==> src/rtl/feature_load_scheduler.sv <==
// feature_load_scheduler
//   Fetches one input feature map (one patch, or two patches for 16 channels)
//   from external memory in bursts and streams the returned beats into the
//   two feature-buffer FIFO banks. A burst is only requested after the target
//   bank reports room for a full burst, so returning data is never stalled.
//
// Ports
//   system_clk, rst             clock, asynchronous active-high reset
//   load_feature_begin          start pulse; latches feature_base_addr,
//                               patch_offset, row_size, col_size,
//                               feature_double_patch. Restarts if busy.
//   load_busy                   high from begin until finish
//   load_feature_finish         one-cycle done pulse
//   mem_rd_req_*/mem_rd_addr/   burst read request (len = beats - 1)
//   mem_rd_len
//   mem_rd_data(_valid)         returned beats, no backpressure
//   feature_data                registered beat to the buffer
//   feature_buffer_{1,2}_valid  per-bank write strobe
//   feature_buffer_{1,2}_ready  bank can absorb a full burst
//   stall_cycles                cycles waiting on a not-ready bank
//
// Optional feature macro: FEATURE_LOAD_PERF_CNT_EN enables stall_cycles;
// when undefined the counter is absent and stall_cycles is tied to 0.

module feature_load_scheduler #(
    parameter int MEM_DATA_WIDTH = 512,
    parameter int ADDR_WIDTH     = 32,
    parameter int BURST_LEN      = 64,
    parameter int BEAT_BYTES     = MEM_DATA_WIDTH / 8
) (
    input  logic                      system_clk,
    input  logic                      rst,
    input  logic                      load_feature_begin,
    input  logic [ADDR_WIDTH-1:0]     feature_base_addr,
    input  logic [ADDR_WIDTH-1:0]     patch_offset,
    input  logic [9:0]                row_size,
    input  logic [9:0]                col_size,
    input  logic                      feature_double_patch,
    output logic                      load_busy,
    output logic                      load_feature_finish,
    output logic                      mem_rd_req_valid,
    input  logic                      mem_rd_req_ready,
    output logic [ADDR_WIDTH-1:0]     mem_rd_addr,
    output logic [7:0]                mem_rd_len,
    input  logic [MEM_DATA_WIDTH-1:0] mem_rd_data,
    input  logic                      mem_rd_data_valid,
    output logic [MEM_DATA_WIDTH-1:0] feature_data,
    output logic                      feature_buffer_1_valid,
    output logic                      feature_buffer_2_valid,
    input  logic                      feature_buffer_1_ready,
    input  logic                      feature_buffer_2_ready,
    output logic [31:0]               stall_cycles
);

    localparam logic [2:0] S_IDLE     = 3'd0;
    localparam logic [2:0] S_WAIT_RDY = 3'd1;
    localparam logic [2:0] S_REQ      = 3'd2;
    localparam logic [2:0] S_DATA     = 3'd3;
    localparam logic [2:0] S_DONE     = 3'd4;
    localparam logic [2:0] S_DRAIN    = 3'd5;

    localparam logic [ADDR_WIDTH-1:0] CHUNK_BYTES = ADDR_WIDTH'(BURST_LEN * BEAT_BYTES);
    localparam logic [17:0]           BURST_BEATS = 18'(BURST_LEN);

    logic [2:0]            state;
    logic [ADDR_WIDTH-1:0] base_q;
    logic [ADDR_WIDTH-1:0] offset_q;
    logic [ADDR_WIDTH-1:0] chunk_off_q;   // byte offset of the current chunk
    logic                  double_q;
    logic                  target_q;      // 0 = patch 1 / bank 1, 1 = patch 2 / bank 2
    logic [17:0]           beats_left_q;  // beats from the current chunk to the end of a patch
    logic [8:0]            outstanding_q; // up to 256 beats of the in-flight burst

    logic [19:0] pixels;
    logic [19:0] pixels_rnd;
    logic [17:0] total_beats;
    logic [17:0] cur_len;
    logic [8:0]  outstanding_nxt;
    logic        target_ready;
    logic        burst_live;

    // 4 pixels per beat, rounded up; the max map (1023x1023) fits in 18 bits
    assign pixels      = {10'd0, row_size} * {10'd0, col_size};
    assign pixels_rnd  = pixels + 20'd3;
    assign total_beats = 18'(pixels_rnd >> 2);

    assign cur_len         = (beats_left_q > BURST_BEATS) ? BURST_BEATS : beats_left_q;
    assign outstanding_nxt = outstanding_q - {8'd0, mem_rd_data_valid};
    assign target_ready    = target_q ? feature_buffer_2_ready : feature_buffer_1_ready;

    // Memory still owes beats after this cycle: a request is being accepted
    // right now, or a burst is in flight and this cycle's beat is not its last.
    assign burst_live = (state == S_REQ && mem_rd_req_ready) ||
                        ((state == S_DATA || state == S_DRAIN) && outstanding_nxt != 9'd0);

    always_ff @(posedge system_clk or posedge rst) begin
        if (rst) begin
            state                  <= S_IDLE;
            base_q                 <= '0;
            offset_q               <= '0;
            chunk_off_q            <= '0;
            double_q               <= 1'b0;
            target_q               <= 1'b0;
            beats_left_q           <= '0;
            outstanding_q          <= '0;
            load_busy              <= 1'b0;
            load_feature_finish    <= 1'b0;
            mem_rd_req_valid       <= 1'b0;
            mem_rd_addr            <= '0;
            mem_rd_len             <= '0;
            feature_data           <= '0;
            feature_buffer_1_valid <= 1'b0;
            feature_buffer_2_valid <= 1'b0;
        end else begin
            load_feature_finish <= 1'b0;

            // Strobes only for beats of a live burst; a drained burst writes nothing.
            feature_data           <= mem_rd_data;
            feature_buffer_1_valid <= mem_rd_data_valid && state == S_DATA && !target_q;
            feature_buffer_2_valid <= mem_rd_data_valid && state == S_DATA && target_q;

            if (load_feature_begin) begin
                // Fresh start or restart: any in-flight burst is drained silently.
                base_q           <= feature_base_addr;
                offset_q         <= patch_offset;
                double_q         <= feature_double_patch;
                beats_left_q     <= total_beats;
                chunk_off_q      <= '0;
                target_q         <= 1'b0;
                load_busy        <= 1'b1;
                mem_rd_req_valid <= 1'b0;
                if (burst_live) begin
                    state         <= S_DRAIN;
                    outstanding_q <= (state == S_REQ) ? ({1'b0, mem_rd_len} + 9'd1)
                                                      : outstanding_nxt;
                end else begin
                    state <= (total_beats == 18'd0) ? S_DONE : S_WAIT_RDY;
                end
            end else begin
                case (state)
                    S_WAIT_RDY: begin
                        if (target_ready) begin
                            mem_rd_req_valid <= 1'b1;
                            mem_rd_addr      <= base_q + chunk_off_q + (target_q ? offset_q : '0);
                            mem_rd_len       <= 8'(cur_len - 18'd1);
                            state            <= S_REQ;
                        end
                    end
                    S_REQ: begin
                        if (mem_rd_req_ready) begin
                            mem_rd_req_valid <= 1'b0;
                            outstanding_q    <= {1'b0, mem_rd_len} + 9'd1;
                            state            <= S_DATA;
                        end
                    end
                    S_DATA: begin
                        if (mem_rd_data_valid) begin
                            outstanding_q <= outstanding_nxt;
                            if (outstanding_nxt == 9'd0) begin
                                if (!target_q && double_q) begin
                                    // same chunk, second patch
                                    target_q <= 1'b1;
                                    state    <= S_WAIT_RDY;
                                end else begin
                                    target_q     <= 1'b0;
                                    beats_left_q <= beats_left_q - cur_len;
                                    chunk_off_q  <= chunk_off_q + CHUNK_BYTES;
                                    state        <= (beats_left_q == cur_len) ? S_DONE : S_WAIT_RDY;
                                end
                            end
                        end
                    end
                    S_DRAIN: begin
                        if (mem_rd_data_valid) begin
                            outstanding_q <= outstanding_nxt;
                            if (outstanding_nxt == 9'd0)
                                state <= (beats_left_q == 18'd0) ? S_DONE : S_WAIT_RDY;
                        end
                    end
                    S_DONE: begin
                        load_feature_finish <= 1'b1;
                        load_busy           <= 1'b0;
                        state               <= S_IDLE;
                    end
                    default: state <= S_IDLE;
                endcase
            end
        end
    end

`ifdef FEATURE_LOAD_PERF_CNT_EN
    always_ff @(posedge system_clk or posedge rst) begin
        if (rst)
            stall_cycles <= '0;
        else if (load_feature_begin)
            stall_cycles <= '0;
        else if (state == S_WAIT_RDY && !target_ready && stall_cycles != '1)
            stall_cycles <= stall_cycles + 32'd1;
    end
`else
    assign stall_cycles = '0;
`endif

endmodule

==> config.mk <==
export PLATFORM = sky130hd
export DESIGN_NAME = feature_load_scheduler
export DESIGN_NICKNAME = d
export VERILOG_FILES = /design/src/rtl/feature_load_scheduler.sv
export SDC_FILE = /design/constraint.sdc
export NUM_CORES = 1
export LEC_CHECK = 0
export ABC_AREA = 1
export BUFFER_PORTS_ARGS = -buffer_cell sky130_fd_sc_hd__buf_2
export CORE_AREA = 2 2 459 461
export CTS_CLUSTER_DIAMETER = 120
export CTS_CLUSTER_SIZE = 8
export DETAILED_ROUTE_END_ITERATION = 10
export DIE_AREA = 0 0 461 463
export SLEW_MARGIN = 40
export SYNTH_ARGS = -nofsm -noshare
export SYNTH_HDL_FRONTEND = slang
export SYNTH_SLANG_ARGS = --single-unit
==> constraint.sdc <==
create_clock -name system_clk -period 47.1 [get_ports system_clk]
set_input_delay 2.355 -clock system_clk [delete_from_list [all_inputs] [get_ports system_clk]]
set_output_delay 2.355 -clock system_clk [all_outputs]
set_load 0.005 [all_outputs]
==> metrics.csv, run 1 <==
metric,value,unit
rows,168,
numPortBuffers,1160,
total_power,0.00185,W
skew,0.0666,ns
power.share.sequential,36.5,%
crit_path_end_kind,register,
drc,0,
yosys.area.top_type,dfrtp_1,
synthTopCellsByArea,"dfrtp_1, nand2_1, fa_1",
crit_arrival,7.12,ns
fmax,153,MHz
cts_buffers,95,
p_leak,19.8,nW
hold_class,register to register,
synth_edf_count,0,
drtIter0Drc,1826,
antenna_found_initial,295,
tritoncts,yes,
clkPwrFrac,34.8,%
dieHeight,463,µm
clk_path_buf_depth,3,
area_delta_synth_final,43.8,%
dr.pass1.iters,5,
cts_hold_buffers,0,
worst_pin_slew,0.793,ns
core,209000,µm²
fin_crit_sh,13.9,%
initial_core_util,13.0,%
drive_gt1_share,35.5,%
ant_nets,0,
async_flop_share,100,%
tritoncts_num_sinks,673,
switching_power,0.000679,W
ir_drop,0.0308,mV
synth_area_per_cell,10.8,µm²
worst_hold_slack,0.469,ns
syn_inst,2511,
swShare,36.7,%
drv_slew,0,
globalRouteTotalUtil,20.9,%
grt_overflow,0,
synth_top_cell_area_share,61.9,%
grt_max_degree,85,
critPathMaxFanout,10,
clkLatencyLatePin,0.74,ns
h-tree-depth,3,
finalSetupTns,0,ns
power_density,47.3,nW/µm²
status,"finished, final reports clean",
dieArea,213000,µm²
cp.required,47.67,ns
grt_pass1_wl,281,mm
comb_power_share,28.7,%
placedCellCount,6429,
synth.cell_area,27200,µm²
ys.flop_type,dfrtp_1,
post-cts-setup-buffers,0,
finalSetupViolations,0,
io_pins,1193,
hold_viol,0,
path_clk_slew,0.05,ns
postRouteWirelength,226,mm
hpwlAfterDp,201,mm
wl_per_cell,34.2,µm
path_class,primary input to register,
ys_seq_area_share,61.9,%
post_synth_num_cell_types,46,
die_w,461,µm
cts_resized,0,
worstSetupStartpointType,primary input,
drv_cap,0,
viasPerCell,3.68,
fin_nets,4511,
min_period,6.55,ns
vias,24400,
routabilityCongestion,1.11,
clock_tree.root_cell,clkbuf_16,
slew-limit-headroom,47.2,%
layoutNonFillerInstCount,6626,
rsz0062_at_grt,no,
synth_warnings,0,
internal_power,0.00117,W
ys_ff_latch,673,
grt_pass1_vias,24900,
fill_cells,23400,
==> cell usage after synthesis, types with 21 or more instances <==
cell	number
o21ai_0	71
nand2_1	709
nor2_1	130
clkbuf_1	41
a21oi_1	72
dfrtp_1	673
xor2_1	31
inv_1	274
fa_1	83
buf_4	35
ha_1	103
nand4_1	23
nor3_1	21
nand3_1	102
==> worst paths after layout <==
path	to	slack, ns	startpoint	cells after the start
setup / recovery	state[0]	40.55	row_size[3]	23
hold / removal	offset_q[2]	0.47	offset_q[2]	2
setup reg to reg	mem_rd_addr[19]	43.62	target_q	13
hold reg to reg	offset_q[2]	0.47	offset_q[2]	2
max in group asynchronous	feature_data[166]	43.08	rst	5
min in group asynchronous	feature_data[5]	1.70	rst	2
==> power by group through the flow <==
stage               registers [W]  logic, W  clock network (W)
finish                   0.000675  0.000530           0.000644
detailed placement       0.000683  0.000534                  0
floorplan                0.000676  0.000307                  0
CTS                      0.000675  0.000539           0.000665
global placement         0.000683  0.000535                  0
global route             0.000682  0.000602           0.000686
==> final cells by class <==
class | count | area, µm² | area share [%]
Sequential cell | 673 | 16800 | 43.1
Multi-Input combinational cell | 1497 | 8900 | 22.8
Timing Repair Buffer | 1176 | 5980 | 15.3
Tap cell | 2805 | 3510 | 8.97
Clock buffer | 98 | 2390 | 6.11
Inverter | 278 | 1050 | 2.69
Antenna cell | 89 | 223 | 0.570
Clock inverter | 10 | 215 | 0.550
==> through the flow <==
step | setup slack, ns | utilization [%] | cell area (µm²)
3_3_place_gp | 39.78 | 17.4 | 36200
4_1_cts | 40.59 | 18.6 | 38900
2_1_floorplan | 25.88 | - | 27300
3_5_place_dp | 39.84 | 17.4 | 36300
5_1_grt | 40.11 | 18.7 | 39000
6_report | 40.55 | 18.8 | 39100
==> registers in the layout (all words and copies together) (netlist names) <==
signal / count
feature_buffer_1_valid: 1
target_q: 1
mem_rd_len: 8
feature_data: 512
load_busy: 1
mem_rd_req_valid: 1
base_q: 32
feature_buffer_2_valid: 1
outstanding_q: 9
chunk_off_q: 20
state: 3
mem_rd_addr: 32
beats_left_q: 18
double_q: 1
load_feature_finish: 1
offset_q: 32
==> cell usage in the layout, fill, tap and decap left out, drive strengths merged, types with 33 or more instances in the layout <==
| cell type | n |
|---|---|
| a21oi | 72 |
| inv | 277 |
| nand3 | 103 |
| ha | 103 |
| fa | 83 |
| dfrtp | 673 |
| buf | 1176 |
| clkbuf | 98 |
| conb | 33 |
| diode | 89 |
| nor2 | 133 |
| nand2 | 717 |
| o21ai | 90 |
==> critical path, cell delays in order <==
cell	delay [ns]
buf_2	0.24
nand2_1	0.12
fa_1	0.57
fa_1	0.44
fa_1	0.52
fa_1	0.56
inv_1	0.06
fa_1	0.48
ha_1	0.37
nand2_1	0.14
inv_1	0.07
a21oi_1	0.30
nor2_1	0.07
nor2_1	0.13
nand2_1	0.07
nand2_1	0.07
nand2_1	0.06
nor2_1	0.11
nand2_1	0.09
nor2_1	0.11
nand2_1	0.07
nand2_1	0.06
nand2_1	0.04
==> per-layer routing <==
metal	vias up	wire [µm]	part of all wire (%)	GRT usage [%]
li1	10300	-	-	-
met1	12000	69200	31	19.3
met2	1466	122000	54	39.4
met3	624	23600	10	8.55
met4	58	11200	4.9	9.21
met5	-	375	0.17	0
==> logic make-up (layout without fill, tap and decap cells) <==
| kind of cell | count (synthesis) | after routing | share of synthesized area (%) |
|---|---|---|---|
| AOI/OAI and AO/OA | 208 | 208 | 4.46 |
| xor gates and xnor gates | 49 | 49 | 1.58 |
| DFF | 673 | 673 | 61.9 |
| other | 2 | 122 | 0.0276 |
| adders and majority gates | 186 | 186 | 10.9 |
| buffers and inverters | 372 | 1562 | 5.78 |
| and+or+nand+nor | 1021 | 1021 | 15.4 |
No activity file was read; power rests on OpenSTA's default activity.
==> run 2: changes to the inputs <==
--- a/config.mk
+++ b/config.mk
@@ -7,11 +7,11 @@
 export LEC_CHECK = 0
 export ABC_AREA = 1
 export BUFFER_PORTS_ARGS = -buffer_cell sky130_fd_sc_hd__buf_2
-export CORE_AREA = 2 2 459 461
+export CORE_AREA = 2 2 460 462
 export CTS_CLUSTER_DIAMETER = 120
 export CTS_CLUSTER_SIZE = 8
 export DETAILED_ROUTE_END_ITERATION = 10
-export DIE_AREA = 0 0 461 463
+export DIE_AREA = 0 0 462 464
 export SLEW_MARGIN = 40
 export SYNTH_ARGS = -nofsm -noshare
 export SYNTH_HDL_FRONTEND = slang
==> constraint.sdc (replaced) <==
create_clock -name system_clk -period 6.85 [get_ports system_clk]
set_input_delay 0.3425 -clock system_clk [delete_from_list [all_inputs] [get_ports system_clk]]
set_output_delay 0.3425 -clock system_clk [all_outputs]
set_load 0.005 [all_outputs]
==> metrics.csv, run 2 (same netlist as run 1, synthesis figures left out) <==
metric,value,unit,change
status,"finished, final reports clean",,
clkPwrFrac,34.5,%,-0.3 points
antenna_found_initial,236,,-20%
rows,168,,unchanged
swShare,36.8,%,about the same
grt_pass1_wl,289,mm,+2.6%
h-tree-depth,3,,unchanged
cts_resized,0,,unchanged
tritoncts_num_sinks,673,,unchanged
numPortBuffers,1160,,unchanged
post-place-ws,1.61,ns,-38.24 ns
gr-usage-met1,20.5,%,+1.2 points
viasPerCell,3.71,,+0.84%
switching_power,0.00487,W,+620%
finalSetupTns,0,ns,unchanged
power.share.sequential,35.1,%,-1.4 points
met2_usage,38.9,%,-0.46 points
clk_path_buf_depth,3,,unchanged
dpl_cell_area,36300,µm²,about the same
post-cts-setup-buffers,0,,unchanged
min_period,4.53,ns,
cp.required,7.41,ns,-40.26 ns
internal_power,0.00838,W,+620%
worstSetupStartpointType,primary input,,
p_leak,22.3,nW,+13%
final_cell_mix,"buf_2, nand2_1, dfrtp_1",,
min_from,mem_rd_data_valid,,
wl_per_cell,31.8,µm,-6.9%
routabilityCongestion,1.08,,-2.6%
grt_max_degree,131,,+54%
final_cell_area,45000,µm²,+15%
dieHeight,464,µm,+0.22%
fmax,221,MHz,
slowest_stage,fa_1,,
largest_reg_flops,512,,unchanged
hold_class,primary input to register,,
clock_tree.root_cell,clkbuf_16,,
clkLatencyLatePin,0.77,ns,+0.03 ns
drv_cap,0,,unchanged
cts_hold_buffers,578,,+578
total_power,0.0133,W,+620%
hold_end,feature_buffer_2_valid,,
rsz0062_at_grt,no,,
hold_depth,3,,+1
globalRouteTotalUtil,20.9,%,about the same
ant_nets,0,,unchanged
dieArea,214000,µm²,+0.43%
hold_viol,0,,unchanged
crit_path_cell_trace,"buf_2, nand2_1, fa_1, fa_1, fa_1, fa_1, inv_1, fa_1, ha_1, nand2_1, inv_1, a21oi_1, nor2_1, nor2_1, nand2_1, nand2_1, nand2_1, nor2_1, nand2_1, nor2_1, nand2_1, nand2_1, nand2_1",,
core,209000,µm²,+0.30%
power_density,295,nW/µm²,+520%
grt_pass1_vias,27900,,+12%
grt-busiest-layer,met2,,
r2r-end,mem_rd_addr[31],,
r2r-start,target_q,,
fin_nets,5091,,+13%
r2r_cells,17,,+4
skew,0.104,ns,+0.0372 ns
dr.pass1.iters,5,,unchanged
drive_gt1_share,30.8,%,-4.7 points
tritoncts,yes,,
finalSetupViolations,0,,unchanged
fin_crit_sh,66.2,%,
critPathMaxFanout,10,,unchanged
slowest_delay,0.56,ns,about the same
path_clk_slew,0.05,ns,about the same
drv_slew,0,,unchanged
largest-register,feature_data,,
use_met3,8.89,%,+0.34 points
initial_core_util,13.0,%,-0.039 points
final_common_cell,buf_2,,
io_pins,1193,,unchanged
path_class,primary input to register,,
crit_top_cell,nand2_1,,
drtIter0Drc,1803,,-1.3%
crit_arrival,5.10,ns,-2.02 ns
setup_ws,2.32,ns,-38.23 ns
vias,26600,,+9.1%
slew-limit-headroom,42.2,%,-4.9 points
rrSetupSlack,3.42,ns,-40.20 ns
worst_pin_slew,0.867,ns,+0.0740 ns
die_w,462,µm,+0.22%
postRouteWirelength,228,mm,+0.72%
fill_cells,22900,,-2.0%
area_delta_synth_final,65.4,%,
cts_buffers,97,,+2.1%
grt_overflow,0,,unchanged
ir_drop,0.267,mV,+770%
comb_power_share,30.4,%,+1.7 points
fin_util,21.5,%,+2.7 points
drc,0,,unchanged
crit_path_end_kind,register,,
hpwlAfterDp,198,mm,-1.2%
-- run 2: cell count changes in the layout (fill, tap and decap cells not counted), moves of 3 or more --
cell           change
dlygate4sd3_1    +578
buf_6              -7
diode_2           -39
buf_12             +3
-- run 2: worst max-delay path by stage --
| stage | startpoint | endpoint | cells past startpoint | slack, ns |
|---|---|---|---|---|
| final | row_size[1] | state[0] | 23 | 2.32 |
| after global routing | row_size[1] | state[0] | 23 | 1.92 |
| after CTS | row_size[6] | state[0] | 23 | 2.36 |
| after detailed placement | row_size[0] | state[0] | 23 | 1.61 |
| after global placement | row_size[3] | state[0] | 23 | 1.56 |
| after floorplan | rst | base_q[0] | 1 | -2.70 |
-- run 2: metrics by stage --
step	instances	hold slack (ns)
after floorplan	2542	0.374
after global placement	6427	0.451
after CTS	7119	0.0149
after global routing	7144	0.0662
after detailed placement	6427	0.452
final	7171	0.0674
-- run 2: cell type report --
| class | count | area (µm²) | area share [%] |
|---|---|---|---|
| diodes | 50 | 125 | 0.278 |
| clock buffers | 102 | 2470 | 5.48 |
| clock inverters | 12 | 270 | 0.601 |
| inverters | 278 | 1050 | 2.33 |
| multi-input cells | 1497 | 8890 | 19.8 |
| flip-flops and latches | 673 | 16800 | 37.5 |
| well taps | 2805 | 3510 | 7.80 |
| repair buffers | 1754 | 11800 | 26.3 |
-- run 2: critical path, delay by kind of cell --
kind                     cells  cell delay, ns
buffers and inverters        3            0.35
AND/OR/NAND/NOR             13            1.14
adder cells (fa/ha/maj)      6            2.96
AO/OA/AOI/OAI                1            0.29
-- run 2: metal layers --
| layer | wire [µm] | vias to the layer above |
|---|---|---|
| met1 | 74400 | 13200 |
| met5 | 179 | - |
| met4 | 9180 | 30 |
| met3 | 24400 | 533 |
| met2 | 120000 | 1470 |
| li1 | - | 11400 |
-- run 2: power groups by stage --
stage	registers (W)	logic [W]	clock network (W)
final	0.00465	0.00402	0.00457
after global routing	0.00470	0.00454	0.00490
after CTS	0.00465	0.00409	0.00473
after detailed placement	0.00471	0.00368	0
after global placement	0.00471	0.00368	0
after floorplan	0.00465	0.00211	0
